--- config.mk ---
export PLATFORM = sky130hd
export DESIGN_NAME = melody_sequencer
export DESIGN_NICKNAME = d
export VERILOG_FILES = /design/src/rtl/melody_sequencer.sv
export SDC_FILE = /design/constraint.sdc
export NUM_CORES = 1
export LEC_CHECK = 0
export BUFFER_PORTS_ARGS = -buffer_cell sky130_fd_sc_hd__buf_2
export CORE_ASPECT_RATIO = 1.1
export CORE_UTILIZATION = 60
export CTS_CLUSTER_DIAMETER = 60
export DETAILED_ROUTE_END_ITERATION = 8
export PLACE_DENSITY = 0.88
export RECOVER_POWER = 50
export SYNTH_ARGS = -nofsm -noshare
export SYNTH_HDL_FRONTEND = slang
export SYNTH_SLANG_ARGS = --single-unit
export TNS_END_PERCENT = 1
--- constraint.sdc ---
create_clock -name clk -period 6.2 [get_ports clk]
set_clock_uncertainty 0.05 [all_clocks]
set_input_delay 0.93 -clock clk [delete_from_list [all_inputs] [get_ports clk]]
set_output_delay 0.93 -clock clk [all_outputs]
set_load 0.005 [all_outputs]
--- src/rtl/melody_sequencer.sv ---
// Melody sequencer: walks a song stored in an external synchronous note ROM,
// one note code per step at a fixed step period. It supports start/stop/pause,
// song select, loop or one-shot playback, an end-of-song marker, and
// step/done strobes. All outputs come straight from registers.
module melody_sequencer #(
    parameter int CLK_DIV   = 6000000,
    parameter int NOTE_W    = 5,
    parameter int STEP_W    = 7,
    parameter int SONG_W    = 2,
    parameter int REST_CODE = 25,
    parameter int END_CODE  = 31
) (
    input  logic                     clk,
    input  logic                     rst_n,
    input  logic                     start,
    input  logic                     stop,
    input  logic                     pause,
    input  logic [SONG_W-1:0]        song_sel,
    input  logic                     loop_en,
    output logic [SONG_W+STEP_W-1:0] rom_addr,
    input  logic [NOTE_W-1:0]        rom_data,
    output logic [NOTE_W-1:0]        note,
    output logic                     note_on,
    output logic                     note_strobe,
    output logic [STEP_W-1:0]        step,
    output logic                     busy,
    output logic                     done
);

    localparam int                 TICK_W    = $clog2(CLK_DIV);
    localparam logic [TICK_W-1:0]  TICK_ONE  = TICK_W'(1);
    localparam logic [TICK_W-1:0]  TICK_LAST = TICK_W'(CLK_DIV - 2);
    localparam logic [STEP_W-1:0]  STEP_ZERO = {STEP_W{1'b0}};
    localparam logic [STEP_W-1:0]  STEP_ONE  = STEP_W'(1);
    localparam logic [STEP_W-1:0]  STEP_MAX  = {STEP_W{1'b1}};
    localparam logic [NOTE_W-1:0]  REST_N    = NOTE_W'(REST_CODE);
    localparam logic [NOTE_W-1:0]  END_N     = NOTE_W'(END_CODE);

    typedef enum logic [1:0] {
        ST_IDLE  = 2'd0,
        ST_FETCH = 2'd1,
        ST_LOAD  = 2'd2,
        ST_HOLD  = 2'd3
    } state_e;

    state_e                     state_r, state_s;
    logic [SONG_W-1:0]          song_r, song_s;
    logic                       loop_r, loop_s;
    logic [STEP_W-1:0]          step_r, step_s;
    logic                       wrap_r, wrap_s;   // last step advanced past STEP_MAX
    logic [TICK_W-1:0]          tick_r, tick_s;
    logic [NOTE_W-1:0]          note_r, note_s;
    logic                       note_on_r, note_on_s;
    logic                       strobe_r, strobe_s;
    logic                       done_r, done_s;
    logic                       busy_r, busy_s;
    logic [SONG_W+STEP_W-1:0]   addr_r, addr_s;

    // Next-state and next-output logic; priority is stop > start > progress.
    always_comb begin
        state_s  = state_r;
        song_s   = song_r;
        loop_s   = loop_r;
        step_s   = step_r;
        wrap_s   = wrap_r;
        tick_s   = tick_r;
        note_s   = note_r;
        addr_s   = addr_r;
        strobe_s = 1'b0;
        done_s   = 1'b0;
        if (stop && (state_r != ST_IDLE)) begin
            state_s = ST_IDLE;
            note_s  = REST_N;
            step_s  = STEP_ZERO;
            wrap_s  = 1'b0;
        end else if (start && !stop) begin
            // Start and restart-while-busy share the same path: no done pulse.
            state_s = ST_FETCH;
            song_s  = song_sel;
            loop_s  = loop_en;
            step_s  = STEP_ZERO;
            wrap_s  = 1'b0;
            addr_s  = {song_sel, STEP_ZERO};
        end else begin
            case (state_r)
                ST_IDLE: begin
                    state_s = ST_IDLE;
                end
                ST_FETCH: begin
                    state_s = ST_LOAD;
                end
                ST_LOAD: begin
                    if ((rom_data == END_N) || wrap_r) begin
                        // An empty song (end at step 0) never loops, so loop mode cannot spin.
                        if (loop_r && (wrap_r || (step_r != STEP_ZERO))) begin
                            state_s = ST_FETCH;
                            step_s  = STEP_ZERO;
                            wrap_s  = 1'b0;
                            addr_s  = {song_r, STEP_ZERO};
                        end else begin
                            state_s = ST_IDLE;
                            note_s  = REST_N;
                            done_s  = 1'b1;
                            step_s  = STEP_ZERO;
                            wrap_s  = 1'b0;
                        end
                    end else begin
                        state_s  = ST_HOLD;
                        note_s   = rom_data;
                        strobe_s = 1'b1;
                        tick_s   = TICK_ONE;
                    end
                end
                ST_HOLD: begin
                    if (pause) begin
                        state_s = ST_HOLD;
                    end else if (tick_r == TICK_LAST) begin
                        state_s = ST_FETCH;
                        step_s  = step_r + STEP_ONE;
                        wrap_s  = (step_r == STEP_MAX);
                        addr_s  = {song_r, step_s};
                    end else begin
                        tick_s = tick_r + TICK_ONE;
                    end
                end
                default: begin
                    state_s = ST_IDLE;
                    note_s  = REST_N;
                    step_s  = STEP_ZERO;
                    wrap_s  = 1'b0;
                end
            endcase
        end
        busy_s    = (state_s != ST_IDLE);
        note_on_s = busy_s && (note_s != REST_N);
    end

    // State and output registers with synchronous active-low reset.
    always_ff @(posedge clk) begin
        if (!rst_n) begin
            state_r   <= ST_IDLE;
            song_r    <= {SONG_W{1'b0}};
            loop_r    <= 1'b0;
            step_r    <= STEP_ZERO;
            wrap_r    <= 1'b0;
            tick_r    <= {TICK_W{1'b0}};
            note_r    <= REST_N;
            note_on_r <= 1'b0;
            strobe_r  <= 1'b0;
            done_r    <= 1'b0;
            busy_r    <= 1'b0;
            addr_r    <= {(SONG_W+STEP_W){1'b0}};
        end else begin
            state_r   <= state_s;
            song_r    <= song_s;
            loop_r    <= loop_s;
            step_r    <= step_s;
            wrap_r    <= wrap_s;
            tick_r    <= tick_s;
            note_r    <= note_s;
            note_on_r <= note_on_s;
            strobe_r  <= strobe_s;
            done_r    <= done_s;
            busy_r    <= busy_s;
            addr_r    <= addr_s;
        end
    end

    assign rom_addr    = addr_r;
    assign note        = note_r;
    assign note_on     = note_on_r;
    assign note_strobe = strobe_r;
    assign step        = step_r;
    assign busy        = busy_r;
    assign done        = done_r;

endmodule

==> results of run 1 <==
per-layer routing:
layer  global-route usage, %  up-vias  wire length, µm
met5                       0        -                0
met4                    13.0        0              119
met3                    8.49        9              379
met2                    44.2       74             2960
met1                    32.9     1124             2540
li1                        -     1212                -
area by class of cell:
cell class              instances  share of cell area (%)
multi-input cells             238                    51.1
flip-flops and latches         54                    36.4
repair buffers                 38                    6.07
clock buffers                   5                    2.32
well taps                      54                    2.28
inverters                       8                    1.01
clock inverters                 3                   0.843
power by group through the flow:
stage	clock network, mW	registers (mW)	logic (mW)
2_1_floorplan	0	0.360	0.0205
3_3_place_gp	0	0.361	0.0318
3_5_place_dp	0	0.361	0.0328
4_1_cts	0.207	0.353	0.0331
5_1_grt	0.226	0.354	0.0365
6_report	0.206	0.353	0.0333
worst max-delay path, delay by kind of cell (launching register included):
family / cells / cell delay, ps
buffers and inverters: 1 / 100
AND/OR/NAND/NOR: 3 / 940
AO/OA/AOI/OAI: 3 / 1110
flip-flops: 1 / 370
adder cells (fa/ha/maj): 1 / 160
path summary, 6_finish.rpt:
check	cells past startpoint	startpoint	slack (ps)	to
worst max register to register	8	step[0]	3400	rom_addr[7]
worst min-delay path	2	rom_addr[3]	410	rom_addr[3]
worst max-delay path	8	step[0]	3400	rom_addr[7]
worst min register to register	2	rom_addr[3]	410	rom_addr[3]
cell usage in the layout, fill, tap and decap left out, drive strengths merged, types with 4 or more instances in the layout:
cell type and count:
ha 4, o21ai 15, inv 9, and2 5
nand4 4, nor2b 4, nor4 15, or3 6
nand3 18, o31ai 8, clkbuf 13, nand2 27
dfxtp 54, or4 5, nor3 8, and4 4
nor2 32, xnor2 20, and3 5, a21oi 20
buf 30
state kept, by name, summed over array words and instances, names as in the netlist:
register,count
tick_r,23
rom_addr,9
step,7
note,5
song_r,2
state_r,2
busy,1
done,1
loop_r,1
note_on,1
note_strobe,1
wrap_r,1
synthesized netlist by cell type (all sizes together) (3+ instances only):
| master | number |
|---|---|
| dfxtp | 54 |
| nor2 | 32 |
| nand2 | 27 |
| a21oi | 20 |
| xnor2 | 20 |
| nand3 | 18 |
| nor4 | 15 |
| o21ai | 15 |
| clkbuf | 8 |
| inv | 8 |
| nor3 | 8 |
| o31ai | 8 |
| or3 | 6 |
| and2 | 5 |
| and3 | 5 |
| or4 | 5 |
| and4 | 4 |
| buf | 4 |
| ha | 4 |
| nand4 | 4 |
| nor2b | 4 |
| mux2i | 3 |
| nor3b | 3 |
| nor4b | 3 |
| o21a | 3 |
| o22ai | 3 |
| or2 | 3 |
stage by stage:
stage / worst slack, ps / utilization (%) / area [µm²] / power, mW / hold slack [ps]
6_report: 3400 / 69.3 / 2970 / 0.593 / 409
2_1_floorplan: 3470 / - / 2690 / 0.380 / 397
5_1_grt: 3070 / 69.3 / 2970 / 0.616 / 450
3_5_place_dp: 3130 / 67.5 / 2890 / 0.394 / 393
4_1_cts: 3440 / 69.7 / 2990 / 0.593 / 408
3_3_place_gp: 3210 / 67.5 / 2890 / 0.393 / 387
kinds of logic (layout without fill, tap and decap cells):
kind of cell	Yosys count	in the layout	share of synthesized area, %
AO/OA/AOI/OAI	62	62	15.9
XOR/XNOR	22	22	7.18
adder cells (fa/ha/maj)	4	4	1.86
buffers and inverters	20	54	3.22
flip-flops	54	54	40.3
multiplexers	4	4	1.54
AND/OR/NAND/NOR	146	146	30.1
==> impl_metrics.tcl, run 1 <==
set metrics [dict create \
    status "complete, no violations" \
    nFillCells 337 \
    synthTopCellsByArea "dfxtp_1, xnor2_1, nor2_1" \
    clkLatencyLatePin_ps 340 \
    ys_async_sr_fraction_pct 0 \
    p_switching_mw 0.150 \
    slew_violations 0 \
    cap_violations 0 \
    yosys_warnings 0 \
    synth_edf_count 0 \
    port_buffers 37 \
    netlist.area_leader.share_pct 40.3 \
    grt_pass1_vias 2164 \
    fp.dieH_um 72.2 \
    grt_pass1_wl_um 9890 \
    postCtsSetupBuffers 0 \
    relSlewSlack_pct 32.4 \
    vias 2419 \
    cts_hold_buffers 0 \
    final_cells 400 \
    post_cts_resized 0 \
    routed_wl_um 5990 \
    finalCritPeriodShare_pct 45.2 \
    grt_max_degree 22 \
    finalHoldViolCount 0 \
    vias_per_cell 6.05 \
    multi_input_area_um2 1520 \
    cts.clk_slew.worst_paths_ps 110 \
    leakage_nw 0.989 \
    grt.overflow.total 0 \
    area_growth_pct 10.5 \
    path_cells "inv_1 -> ha_1 -> or4b_2 -> o41ai_1 -> nand2_1 -> o311ai_1 -> nand3_1 -> o31ai_1" \
    syn_avg_cell_area_um2 8.61 \
    critPathKind "flop to flop" \
    cts_made_buffers 5 \
    cts_tree "built" \
    arrival_ps 3010 \
    yosys.area.top_type "dfxtp_1" \
    dieArea_um2 4750 \
    drt-initial-drc-count 275 \
    cts-root-buf "clkbuf_8" \
    drive_gt1_share_pct 13.9 \
    place_congestion 0.891 \
    tightest_slew_ps 999 \
    drtPass1Iterations 5 \
    finalSetupViolations 0 \
    max_freq_ghz 0.357 \
    synth_seq_cells 54 \
    clockBufferDepth 2 \
    ir_worst_vdd_mv 0.112 \
    hp-class "flop to flop" \
    drc 0 \
    diodes 0 \
    clkSinkCount 54 \
    synth_nets 329 \
    syn-instance-count 312 \
    final_antenna_net_count 0 \
    power.share.clock_pct 34.8 \
    power.share.sequential_pct 59.6 \
    fin_nets 362 \
    worstSetupEndpointType "flop" \
    ys_seq_area_share_pct 40.3 \
    hpwl_um 4260 \
    switching_share_pct 25.3 \
    io_pins 38 \
    internal_power_mw 0.443 \
    core_um2 4290 \
    p_per_area_nw_per_um2 200 \
    ff_latch_area_um2 1080 \
    pwr-share-comb_pct 5.6 \
    synth.distinct_cells 56 \
    dp_cells 392 \
    ys_dominant_reg_cell "dfxtp_1" \
    path_max_fanout 7 \
    rows 25 \
    start_util_pct 62.7 \
    cpPeakStageDelay_ps 700 \
    die_x_um 65.8 \
    antenna_found_initial 0 \
    htree_num_levels 2 \
    cp.required_ps 6410 \
    tns_ps 0 \
    wl_per_cell_um 15.0 \
    finalCriticalPeriod_ps 2800 \
    synth_area_um2 2690 \
    grt_usage_pct 27.4 \
    startpoint_type "flop" \
    rsz0062_at_grt "no" \
    cpMaxStageDelayCell "o41ai_1" \
]
No activity file was read; power rests on OpenSTA's default activity.
==> run 2: changes to the inputs <==
--- a/config.mk
+++ b/config.mk
@@ -7,10 +7,10 @@
 export LEC_CHECK = 0
 export BUFFER_PORTS_ARGS = -buffer_cell sky130_fd_sc_hd__buf_2
 export CORE_ASPECT_RATIO = 1.1
-export CORE_UTILIZATION = 60
+export CORE_UTILIZATION = 51
 export CTS_CLUSTER_DIAMETER = 60
 export DETAILED_ROUTE_END_ITERATION = 8
-export PLACE_DENSITY = 0.88
+export PLACE_DENSITY = 0.8
 export RECOVER_POWER = 50
 export SYNTH_ARGS = -nofsm -noshare
 export SYNTH_HDL_FRONTEND = slang
==> constraint.sdc (replaced) <==
create_clock -name clk -period 2.3 [get_ports clk]
set_clock_uncertainty 0.05 [all_clocks]
set_input_delay 0.345 -clock clk [delete_from_list [all_inputs] [get_ports clk]]
set_output_delay 0.345 -clock clk [all_outputs]
set_load 0.005 [all_outputs]
==> impl_metrics.tcl, run 2 (same netlist as run 1, synthesis figures left out) <==
set metrics [dict create \
    status "finished, violations left" \
    violations "design-rule violations" \
    wl_per_cell_um 14.5 \
    vias_per_cell 5.95 \
    finalCritPeriodShare_pct 96.0 \
    place_congestion 0.849 \
    port_buffers 37 \
    htree_num_levels 2 \
    finalHoldViolCount 0 \
    path_cells "inv_1 -> ha_1 -> or4b_4 -> o41ai_4 -> buf_4 -> nor3_1 -> o21ai_2 -> or3_4 -> a21oi_2" \
    tns_ps 0 \
    cp.required_ps 2430 \
    cpPeakStageDelay_ps 470 \
    cts_hold_buffers 0 \
    critPathKind "flop to flop" \
    finalSetupViolations 0 \
    dieArea_um2 5560 \
    power.share.clock_pct 34.1 \
    power_mw 1.59 \
    slew_violations 0 \
    clockBufferDepth 2 \
    cts-root-buf "clkbuf_8" \
    tightest_slew_ps 920 \
    io_pins 38 \
    diodes 0 \
    relSlewSlack_pct 38.0 \
    fin_nets 387 \
    cpMaxStageDelayCell "or4b_4" \
    p_switching_mw 0.390 \
    drt-initial-drc-count 285 \
    cap_violations 0 \
    rows 27 \
    clkSinkCount 54 \
    grt_usage_pct 23.3 \
    p_per_area_nw_per_um2 496 \
    nFillCells 467 \
    core_um2 5030 \
    max_freq_ghz 0.453 \
    switching_share_pct 24.6 \
    pwr-share-comb_pct 6.1 \
    grt_max_degree 22 \
    cts.clk_slew.worst_paths_ps 100 \
    final_common_cell "dfxtp_1" \
    hp-class "input pin to flop" \
    drive_gt1_share_pct 21.0 \
    arrival_ps 2340 \
    ir_worst_vdd_mv 0.338 \
    clkLatencyLatePin_ps 310 \
    path_max_fanout 7 \
    most-common-layout-cells "dfxtp_1, nor2_1, buf_2, nand2_1, buf_4" \
    final_antenna_net_count 0 \
    hpwl_um 4540 \
    die_x_um 71.2 \
    cts_made_buffers 5 \
    pre_cts_slack_ps -44.0 \
    worstSetupEndpointType "flop" \
    vias 2553 \
    internal_power_mw 1.20 \
    finalCriticalPeriod_ps 2210 \
    timing.final.ws_setup_ps 92.6 \
    startpoint_type "flop" \
    final_cells 429 \
    dp_cells 420 \
    antenna_found_initial 0 \
    area_growth_pct 19.3 \
    grt.overflow.total 0 \
    largest_reg_flops 23 \
    start_util_pct 53.3 \
    registers.top_by_ff_count "tick_r" \
    rsz0062_at_grt "yes" \
    power.share.sequential_pct 59.8 \
    grt_pass1_vias 2310 \
    grt_pass1_wl_um 10400 \
    cts_tree "built" \
    fp.dieH_um 78.1 \
    drtPass1Iterations 9 \
    regToRegSetupSlack_ps 90 \
    drc 2 \
    leakage_nw 1.14 \
    routed_wl_um 6200 \
]
[run 2: area by class of cell]
type / instances / area [µm²] / share of cell area (%)
Tap cell: 58 / 72.6 / 2.26
Inverter: 8 / 30.0 / 0.937
Multi-Input combinational cell: 238 / 1570 / 49.1
Clock buffer: 5 / 68.8 / 2.15
Sequential cell: 54 / 1080 / 33.7
Clock inverter: 3 / 25.0 / 0.781
Timing Repair Buffer: 63 / 354 / 11.1
[run 2: power by group through the flow]
stage	Clock [mW]	Sequential (mW)	Combinational, mW
2_1_floorplan	0	0.970	0.0552
3_3_place_gp	0	0.971	0.0933
3_5_place_dp	0	0.971	0.0951
4_1_cts	0.560	0.950	0.0960
5_1_grt	0.601	0.951	0.107
6_report	0.541	0.950	0.0975
[run 2: repair_timing]
| action | CTS | global route |
|---|---|---|
| pin swaps | 3 | 5 |
| gates resized for setup | 3 | 5 |
| cloned | 0 | 0 |
| hold endpoints to repair | 0 | 0 |
| buffers inserted | 1 | 0 |
| endpoints found under the setup margin | 8 | 17 |
[run 2: worst paths after layout]
| kind | startpoint | to | cells past startpoint |
|---|---|---|---|
| min | loop_en | loop_r | 3 |
| max reg2reg | step[0] | rom_addr[2] | 9 |
| min reg2reg | rom_addr[1] | rom_addr[1] | 2 |
| max | step[0] | rom_addr[2] | 9 |
[run 2: worst max-delay path: cells and delay by family (launching register included)]
| family | cells | cell delay (ps) |
|---|---|---|
| AND/OR/NAND/NOR | 3 | 730 |
| buffers and inverters | 2 | 270 |
| AO/OA/AOI/OAI | 3 | 560 |
| adder cells (fa/ha/maj) | 1 | 140 |
| flip-flops | 1 | 320 |
[run 2: per-layer routing]
| metal | GRT usage, % | vias up | routed length [µm] |
|---|---|---|---|
| met5 | 0 | - | 0 |
| met4 | 10.6 | 0 | 187 |
| met3 | 4.36 | 21 | 289 |
| met2 | 40.4 | 90 | 3170 |
| met1 | 27.7 | 1188 | 2550 |
| li1 | - | 1254 | - |
[run 2: metrics by stage]
stage	instance area [µm²]	utilization, %	hold WS [ps]
6_report	3200	63.7	227
2_1_floorplan	2690	-	397
3_3_place_gp	3080	61.2	386
3_5_place_dp	3080	61.2	393
5_1_grt	3200	63.7	207
4_1_cts	3200	63.7	220
